===== config.mk =====
export PLATFORM = sky130hd
export DESIGN_NAME = muldiv_scheduler
export DESIGN_NICKNAME = d
export VERILOG_FILES = /design/src/rtl/muldiv_scheduler.sv
export SDC_FILE = /design/constraint.sdc
export NUM_CORES = 1
export LEC_CHECK = 0
export BUFFER_PORTS_ARGS = -buffer_cell sky130_fd_sc_hd__buf_2
export CAP_MARGIN = 20
export CORE_AREA = 2 2 170 172
export DETAILED_ROUTE_END_ITERATION = 12
export DIE_AREA = 0 0 172 174
export GPL_TIMING_DRIVEN = 0
export PLACE_DENSITY = 0.63
export SLEW_MARGIN = 20
export SYNTH_ARGS = -nofsm -noshare
export SYNTH_HDL_FRONTEND = slang
export SYNTH_SLANG_ARGS = --single-unit

===== constraint.sdc =====
create_clock -name clk -period 10.85 [get_ports clk]
set_input_delay 3.255 -clock clk [delete_from_list [all_inputs] [get_ports clk]]
set_output_delay 3.255 -clock clk [all_outputs]
set_load 0.03 [all_outputs]

===== src/rtl/muldiv_scheduler.sv =====
// muldiv_scheduler: HI/LO unit sequencer for the EX stage.
// Issues multiply/divide start pulses, tracks the outstanding op, stalls
// dependent HI/LO instructions, and owns the architectural HI/LO registers.
module muldiv_scheduler #(
    parameter int MUL_LAT = 3
) (
    input  logic        clk,
    input  logic        rst,
    input  logic        op_valid,
    input  logic [3:0]  op_code,
    input  logic [31:0] op_a,
    input  logic [31:0] op_b,
    input  logic        flush,
    output logic        stall_out,
    output logic [31:0] mf_data,
    output logic [31:0] mul_a,
    output logic [31:0] mul_b,
    output logic        mul_start,
    output logic        mul_signed,
    input  logic [63:0] mul_result,
    output logic [31:0] div_a,
    output logic [31:0] div_b,
    output logic        div_start,
    output logic        div_signed,
    output logic        div_abort,
    input  logic        div_done,
    input  logic [31:0] div_quot,
    input  logic [31:0] div_rem,
    output logic [31:0] hi,
    output logic [31:0] lo,
    output logic        busy
);

    localparam logic [3:0] OP_MTHI = 4'd8;
    localparam logic [3:0] OP_MTLO = 4'd9;
    localparam logic [3:0] OP_MFHI = 4'd10;
    localparam logic [3:0] OP_MFLO = 4'd11;
    localparam logic [3:0] LAT     = 4'(MUL_LAT);

    typedef enum logic [1:0] {S_IDLE, S_MUL, S_DIV} state_t;
    typedef enum logic [1:0] {ACC_NONE, ACC_ADD, ACC_SUB} acc_t;

    state_t      r_state;
    acc_t        r_acc;
    logic [3:0]  r_cnt;
    logic [31:0] r_hi;
    logic [31:0] r_lo;

    logic        w_valid_code;
    logic        w_idle;
    logic        w_accept;
    logic        w_is_mul;
    logic        w_is_div;
    logic        w_mul_done;
    logic [63:0] w_hilo;
    logic [63:0] w_hilo_next;

    // Decode: 0,1 MULT(U); 2,3 DIV(U); 4-7 MADD/MSUB; 12-15 are not HI/LO ops.
    assign w_valid_code = (op_code < 4'd12);
    assign w_is_mul     = (op_code[3:1] == 3'b000) | (op_code[3:2] == 2'b01);
    assign w_is_div     = (op_code[3:1] == 3'b001);
    assign w_idle       = (r_state == S_IDLE);
    // Reset gates every combinational request so nothing leaks out in the reset cycle.
    assign w_accept     = rst & op_valid & w_valid_code & w_idle & ~flush;
    assign w_mul_done   = (r_state == S_MUL) & (r_cnt == LAT);
    assign w_hilo       = {r_hi, r_lo};

    assign stall_out  = rst & op_valid & w_valid_code & ~w_idle;
    assign mul_a      = op_a;
    assign mul_b      = op_b;
    assign div_a      = op_a;
    assign div_b      = op_b;
    assign mul_start  = w_accept & w_is_mul;
    assign mul_signed = ~op_code[0];
    // A zero divisor never reaches the divider; HI/LO are left as they were.
    assign div_start  = w_accept & w_is_div & (op_b != 32'd0);
    assign div_signed = ~op_code[0];
    assign div_abort  = rst & flush & (r_state == S_DIV);
    assign hi         = r_hi;
    assign lo         = r_lo;
    assign busy       = ~w_idle;

    // MFHI/MFLO read port: only drives data for an accepted move-from.
    always_comb begin
        mf_data = 32'd0;
        if (w_accept && op_code == OP_MFHI)
            mf_data = r_hi;
        else if (w_accept && op_code == OP_MFLO)
            mf_data = r_lo;
    end

    // Next HI/LO value at multiply completion, wrapping modulo 2^64.
    always_comb begin
        w_hilo_next = mul_result;
        case (r_acc)
            ACC_ADD: w_hilo_next = w_hilo + mul_result;
            ACC_SUB: w_hilo_next = w_hilo - mul_result;
            default: w_hilo_next = mul_result;
        endcase
    end

    // Sequencer FSM and HI/LO state; flush beats completion in the same cycle.
    always_ff @(posedge clk) begin
        if (!rst) begin
            r_state <= S_IDLE;
            r_acc   <= ACC_NONE;
            r_cnt   <= 4'd0;
            r_hi    <= 32'd0;
            r_lo    <= 32'd0;
        end else if (flush) begin
            r_state <= S_IDLE;
            r_cnt   <= 4'd0;
        end else begin
            case (r_state)
                S_IDLE: begin
                    if (w_accept) begin
                        if (w_is_mul) begin
                            r_state <= S_MUL;
                            r_cnt   <= 4'd1;
                            r_acc   <= !op_code[2] ? ACC_NONE :
                                       (op_code[1] ? ACC_SUB : ACC_ADD);
                        end else if (div_start) begin
                            r_state <= S_DIV;
                        end else if (op_code == OP_MTHI) begin
                            r_hi <= op_a;
                        end else if (op_code == OP_MTLO) begin
                            r_lo <= op_a;
                        end
                    end
                end
                S_MUL: begin
                    if (w_mul_done) begin
                        r_hi    <= w_hilo_next[63:32];
                        r_lo    <= w_hilo_next[31:0];
                        r_state <= S_IDLE;
                        r_cnt   <= 4'd0;
                    end else begin
                        r_cnt <= r_cnt + 4'd1;
                    end
                end
                S_DIV: begin
                    if (div_done) begin
                        r_lo    <= div_quot;
                        r_hi    <= div_rem;
                        r_state <= S_IDLE;
                    end
                end
                default: r_state <= S_IDLE;
            endcase
        end
    end

endmodule


== Word-level counts from Yosys, hierarchy flattened ==
Index checks and enable logic that the tools add are counted.

* Register bits after elaboration: 72
* Latch bits: 0
* Memory bits (writable): 0
* Bits in read-only memories: 0
* Bits of input ports: 201
* Memories: 0

* Add/sub/neg operators: 3
* $mul: 0
* Divide/modulo/power cells: 0
* Order comparisons: 1
* Equality and inequality tests: 21
* Shift-type cells: 0
* Multiplexer cells: 30
* Bitwise logic cells: 16
* Reductions and logical operators: 13

{| class="wikitable"
|+ Operators by type and width
! operator !! count
|-
| 32-bit 2-to-1 mux || 15
|-
| 32-bit case mux with 3 select lines || 2
|-
| 64-bit case mux with 2 select lines || 1
|-
| 64-bit adder || 1
|-
| 64-bit subtractor || 1
|-
| 32-bit nonzero test || 1
|-
| 4-bit == test (second input constant) || 4
|-
| 2-bit 2-to-1 mux || 7
|-
| 4-bit 2-to-1 mux || 3
|-
| 1-bit AND || 11
|-
| 2-bit inequality test (second input constant) || 5
|-
| 9-bit AND reduction || 1
|-
| 2-bit by 1-bit inequality test with 1-bit output (second input constant) || 4
|-
| 4-bit case mux with 2 select lines || 1
|-
| 4-bit AND reduction || 2
|-
| 8-bit AND reduction || 1
|-
| 2-bit by 1-bit == test with 1-bit output (second input constant) || 3
|-
| 2-bit case mux with 3 select lines || 1
|-
| 4-bit by 1-bit adder with 4-bit output (second input constant) || 1
|-
| 2-bit == test (second input constant) || 2
|-
| 4-bit by 2-bit == test with 1-bit output (second input constant) || 1
|-
| 4-bit < comparator (second input constant) || 1
|-
| 1-bit inverter || 4
|-
| 3-bit by 1-bit == test with 1-bit output (second input constant) || 1
|-
| other kinds (9) || 10
|}

== Depth between registers and ports, before layout ==
* Depth in word-level cells: 10
* Depth in mapped cells: 24
* Mapped depth without buffers: 23

== Worst setup path after synthesis ==
OpenSTA, ideal clock, no wires.

* Path type: input -> output
* From: input port rst
* To: output port mf_data[10]
* Arrival: 4641 ps
* Setup slack: 2954 ps
* Stages on the path: 6
* Path buffers: 2
* Cells stage by stage: clkbuf_1 > nor2b_1 > and3_1 > nand4b_1 > clkbuf_1 > nor2_1

* Longest elaborated chain between the ends: 7
* Elaborated cells between the ends (all ways): 8
* Those cells by class: mux (2); bitwise (4); reduce/logical (2)

{| class="wikitable"
|+ Ends and longest elaborated chain
! item !! RTL line !! source
|-
| from (decl) || 8 || <nowiki>input logic rst,</nowiki>
|-
| 1-bit AND * (4 in a row) || 64 || <nowiki>assign w_accept = rst & op_valid & w_valid_code & w_idle & ~flush;</nowiki>
|-
| 1-bit logical AND || 88 || <nowiki>else if (w_accept && op_code == OP_MFLO)</nowiki>
|-
| 32-bit 2-to-1 mux || 88 ||
|-
| 32-bit 2-to-1 mux * || 86 || <nowiki>if (w_accept && op_code == OP_MFHI)</nowiki>
|-
| to (decl) || 15 || <nowiki>output logic [31:0] mf_data,</nowiki>
|}

Mark *: on every way between the ends. The rest lies on a longest branch, timed or not.

== Final worst setup path ==
* From: input port mul_result[12]
* To: register r_hi[19] (netlist: hi[19])

* Longest elaborated chain between the ends: 4
* Elaborated cells between the ends (all ways): 5
* Those cells by class: add/sub (2); mux (3)

{| class="wikitable"
|+ Ends and longest elaborated chain
! item !! RTL line !! source
|-
| from (decl) || 20 || <nowiki>input logic [63:0] mul_result,</nowiki>
|-
| 64-bit subtractor or 64-bit adder (tied branches) || 97, 96 ||
|-
| 64-bit case mux with 2 select lines * || 95 || <nowiki>case (r_acc)</nowiki>
|-
| 32-bit 2-to-1 mux * || 132 || <nowiki>if (w_mul_done) begin</nowiki>
|-
| 32-bit case mux with 3 select lines * || 114 || <nowiki>case (r_state)</nowiki>
|-
| to (signal assigned) || 125 || <nowiki>r_hi <= op_a;</nowiki>
|-
| to (signal assigned) || 133 || <nowiki>r_hi <= w_hilo_next[63:32];</nowiki>
|-
| to (signal assigned) || 144 || <nowiki>r_hi <= div_rem;</nowiki>
|-
| to (decl) || 46 || <nowiki>logic [31:0] r_hi;</nowiki>
|}

Mark *: on every way between the ends. The rest lies on a longest branch, timed or not. The select of a mux whose other input is x is not followed.
A chain may end at the register's enable or synchronous reset.

==> impl_metrics.csv <==
group,metric,value,unit
outcome,outcome,"finished, final reports clean",
critical_path,path_class,"in2reg",
timing,whs,0.484,ns
cts,cts_max_level,3,
cts,numCtsBuffers,9,
critical_path,r2r_cells,19,
logic_synthesis,ys_ff_latch,72,
timing,worst_pin_slew,1.08,ns
logic_synthesis,yosysWarnings,0,
global_routing,grt_pass1_vias,13200,
power_and_ir_drop,seqPwrFrac,28.8,%
critical_path,cp_slowest_cell,"o31ai_1",
floorplan,die-area,29900,um^2
hold_path,worst_hold_path_type,"reg2reg",
critical_path,path_cells,"buf_2 > or4_4 > or3_4 > nor3_1 > nand2_1 > nor4_1 > and3_1 > a21oi_1 > xnor2_1 > ha_1 > clkbuf_1 > nand4_1 > or4_1 > o31ai_1 > a31oi_1 > o21ai_0 > xor2_1 > a221oi_1 > o31ai_1",
cts,cts_sinks,72,
power_and_ir_drop,worst_ir_drop_vdd,0.0625,mV
cts,cts.path.max_buffers,2,
logic_synthesis,synth_cells,1612,
critical_path,cp_slowest_stage_delay,0.78,ns
cts,post_cts_resized,0,
critical_path,rrSetupSlack,3.79,ns
hold_path,whs_endpoint,"r_cnt[2]",
logic_synthesis,seq_area_frac_synth,13.2,%
floorplan,start_util,38.7,%
critical_path,cp_common_cell,"o31ai_1",
timing,setup-tns-final,0,ns
global_routing,grt_antenna_before_repair,4,
place,portBuffers,429,
cts,cts_tree,"done",
power_and_ir_drop,p_sw_share,39.9,%
timing,period_share,85.5,%
logic_synthesis,synth_async_sr_flop_share,0,%
final_layout,final_cells,2444,
floorplan,core.rowCount,62,
final_layout,area_delta_synth_final,26.7,%
logic_synthesis,syn_area_per_cell,6.78,um^2
global_routing,grt_usage,39.8,%
floorplan,coreArea,28200,um^2
power_and_ir_drop,switching_power,0.000369,W
timing,setup_viol,0,
cts,cts.clk_slew.worst_paths,0.07,ns
logic_synthesis,netlist-cell-type-count,68,
power_and_ir_drop,intPower,0.000556,W
power_and_ir_drop,clockPowerShare,32.4,%
global_routing,grt-ovfl-total,0,
critical_path,critPathRequiredTime,11.06,ns
cts,cts_root_buf,"clkbuf_16",
place,routabilityCongestion,0.999,
power_and_ir_drop,combPwrFrac,38.9,%
final_layout,finalNetCount,2324,
final_layout,final_area,13800,um^2
route,routed_wl,62200,um
route,via_per_inst,5.95,
global_routing,grt_max_degree,14,
power_and_ir_drop,leakage,6.42,nW
critical_path,endpoint_kind,"flop",
critical_path,r2r-end,"hi[24]",
route,drcViolationCount,0,
route,final_antenna_net_count,0,
run,max_cap_violations,0,
hold_path,hold_path_depth,2,
logic_synthesis,synth_ff_type,"dfxtp_1",
logic_synthesis,syn_area,10900,um^2
hold_path,hp-start,"r_cnt[2]",
critical_path,cp_max_fo,7,
critical_path,worstPathArrival,9.49,ns
global_routing,grt_pass1_wl,86600,um
place,place_inst,2425,
place,dp_hpwl,51100,um
route,firstDrtPassIters,6,
timing,fin_crit,9.28,ns
timing,rsz0062_at_grt,"false",
floorplan,pin_count,432,
route,initialDrtViolationCount,1693,
critical_path,r2r_start,"r_acc[0]",
final_layout,fill_cells,3108,
cts,clock_latency,0.36,ns
floorplan,die_y,174,um
final_layout,drive_gt1_share,28.7,%
route,detail_route.wl_per_cell,25.4,um
floorplan,chipWidth,172,um
logic_synthesis,syn_nets,1884,
cts,holdBufCountCts,0,
timing,drv_slew,0,
route,vias,14500,
logic_synthesis,synth-edff-count,0,
cts,post_cts_buffers,0,
timing,hold_viol_final,0,
timing,finalClockSkew,0.0107,ns
critical_path,crit_path_start_kind,"input port",
timing,relSlewSlack,28.0,%
power_and_ir_drop,pwr_density_cell,66.8,nW/um^2
timing,timing.fmax,0.108,GHz
place,placed_cell_area,13600,um^2
[registers in the layout, summed over array words and instances (netlist names)]
| name | cells |
|---|---|
| r_cnt | 4 |
| r_acc | 2 |
| hi | 32 |
| lo | 32 |
| r_state | 2 |
[cell type report]
type	count	area [um^2]	area share [%]
timing repair buffer	429	2150	15.5
inverter	41	154	1.11
clock buffer	10	239	1.73
clock inverter	6	43.8	0.316
antenna	3	7.51	0.0542
tap	384	480	3.47
sequential	72	1440	10.4
buffer	223	1320	9.54
multi-input combinational	1276	8010	57.9
[worst max path at each step]
| stage | end | slack, ns | cells after the start | start |
|---|---|---|---|---|
| final | hi[19] | 1.57 | 19 | mul_result[12] |
| after detailed placement | hi[19] | 1.38 | 19 | mul_result[12] |
| after global placement | hi[19] | 1.45 | 19 | mul_result[12] |
| after CTS | hi[19] | 1.74 | 19 | mul_result[12] |
| after floorplan | mf_data[10] | 2.95 | 6 | rst |
| after global routing | hi[19] | 1.33 | 19 | mul_result[18] |
[cell usage after synthesis, types with 27 or more instances]
library cell	instances	area (um^2)
dfxtp_1	72	1440
a21oi_1	181	906
buf_4	129	968
a21o_1	27	203
inv_1	40	150
xnor2_1	86	753
nand2_1	179	672
nor2_1	188	706
nand4_1	31	194
nor3_1	41	205
o21ai_0	84	420
ha_1	70	876
xor2_1	33	289
clkbuf_1	86	323
mux2i_1	36	360
[kinds of logic after synthesis]
logic type | after synthesis | synth area share (%)
simple gates | 573 | 24.4
compound gates | 474 | 27.6
buf+inv | 264 | 13.5
xor+xnor | 120 | 9.69
flops | 72 | 13.2
fa+ha+maj | 71 | 8.20
mux | 38 | 3.50
[power by group through the flow]
stage / combinational (W) / sequential [W] / clock, W
4_1_cts: 0.000354 / 0.000266 / 0.000296
3_3_place_gp: 0.000351 / 0.000272 / 0
2_1_floorplan: 0.000212 / 0.000273 / 0
5_1_grt: 0.000381 / 0.000266 / 0.000308
3_5_place_dp: 0.000352 / 0.000272 / 0
6_report: 0.000360 / 0.000266 / 0.000300
[per-stage QoR]
step	power, W	util (%)	setup WS (ns)
after floorplan	0.000484	-	2.95
after global placement	0.000623	48.0	1.45
after detailed placement	0.000625	48.0	1.38
after CTS	0.000916	49.0	1.74
after global routing	0.000954	49.0	1.33
final	0.000925	49.0	1.57
[cells in the final DEF (no fill, tap or decap), types with 27 or more instances in the layout]
cell type,Yosys,final
buf_2,0,429
nor2_1,188,188
a21oi_1,181,181
nand2_1,179,179
buf_4,129,129
clkbuf_1,86,86
xnor2_1,86,86
o21ai_0,84,84
dfxtp_1,72,72
ha_1,70,70
nor3_1,41,41
inv_1,40,40
mux2i_1,36,36
xor2_1,33,33
nand4_1,31,31
a21o_1,27,27
[routing by layer]
metal,vias to the layer above,wire length (um),GRT usage (%)
li1,6572,-,-
met3,184,6070,5.92
met4,2,3590,20.2
met1,6787,24300,50.8
met5,-,11,0
met2,995,28200,64.7
[worst max-delay path, delay by kind of cell]
kind	cells	cell delay (ns)
fa+ha+maj	1	0.28
buf+inv	2	0.40
simple gates	8	3.40
xor+xnor	2	0.28
compound gates	6	1.87
(Power assumes the default switching activity.)
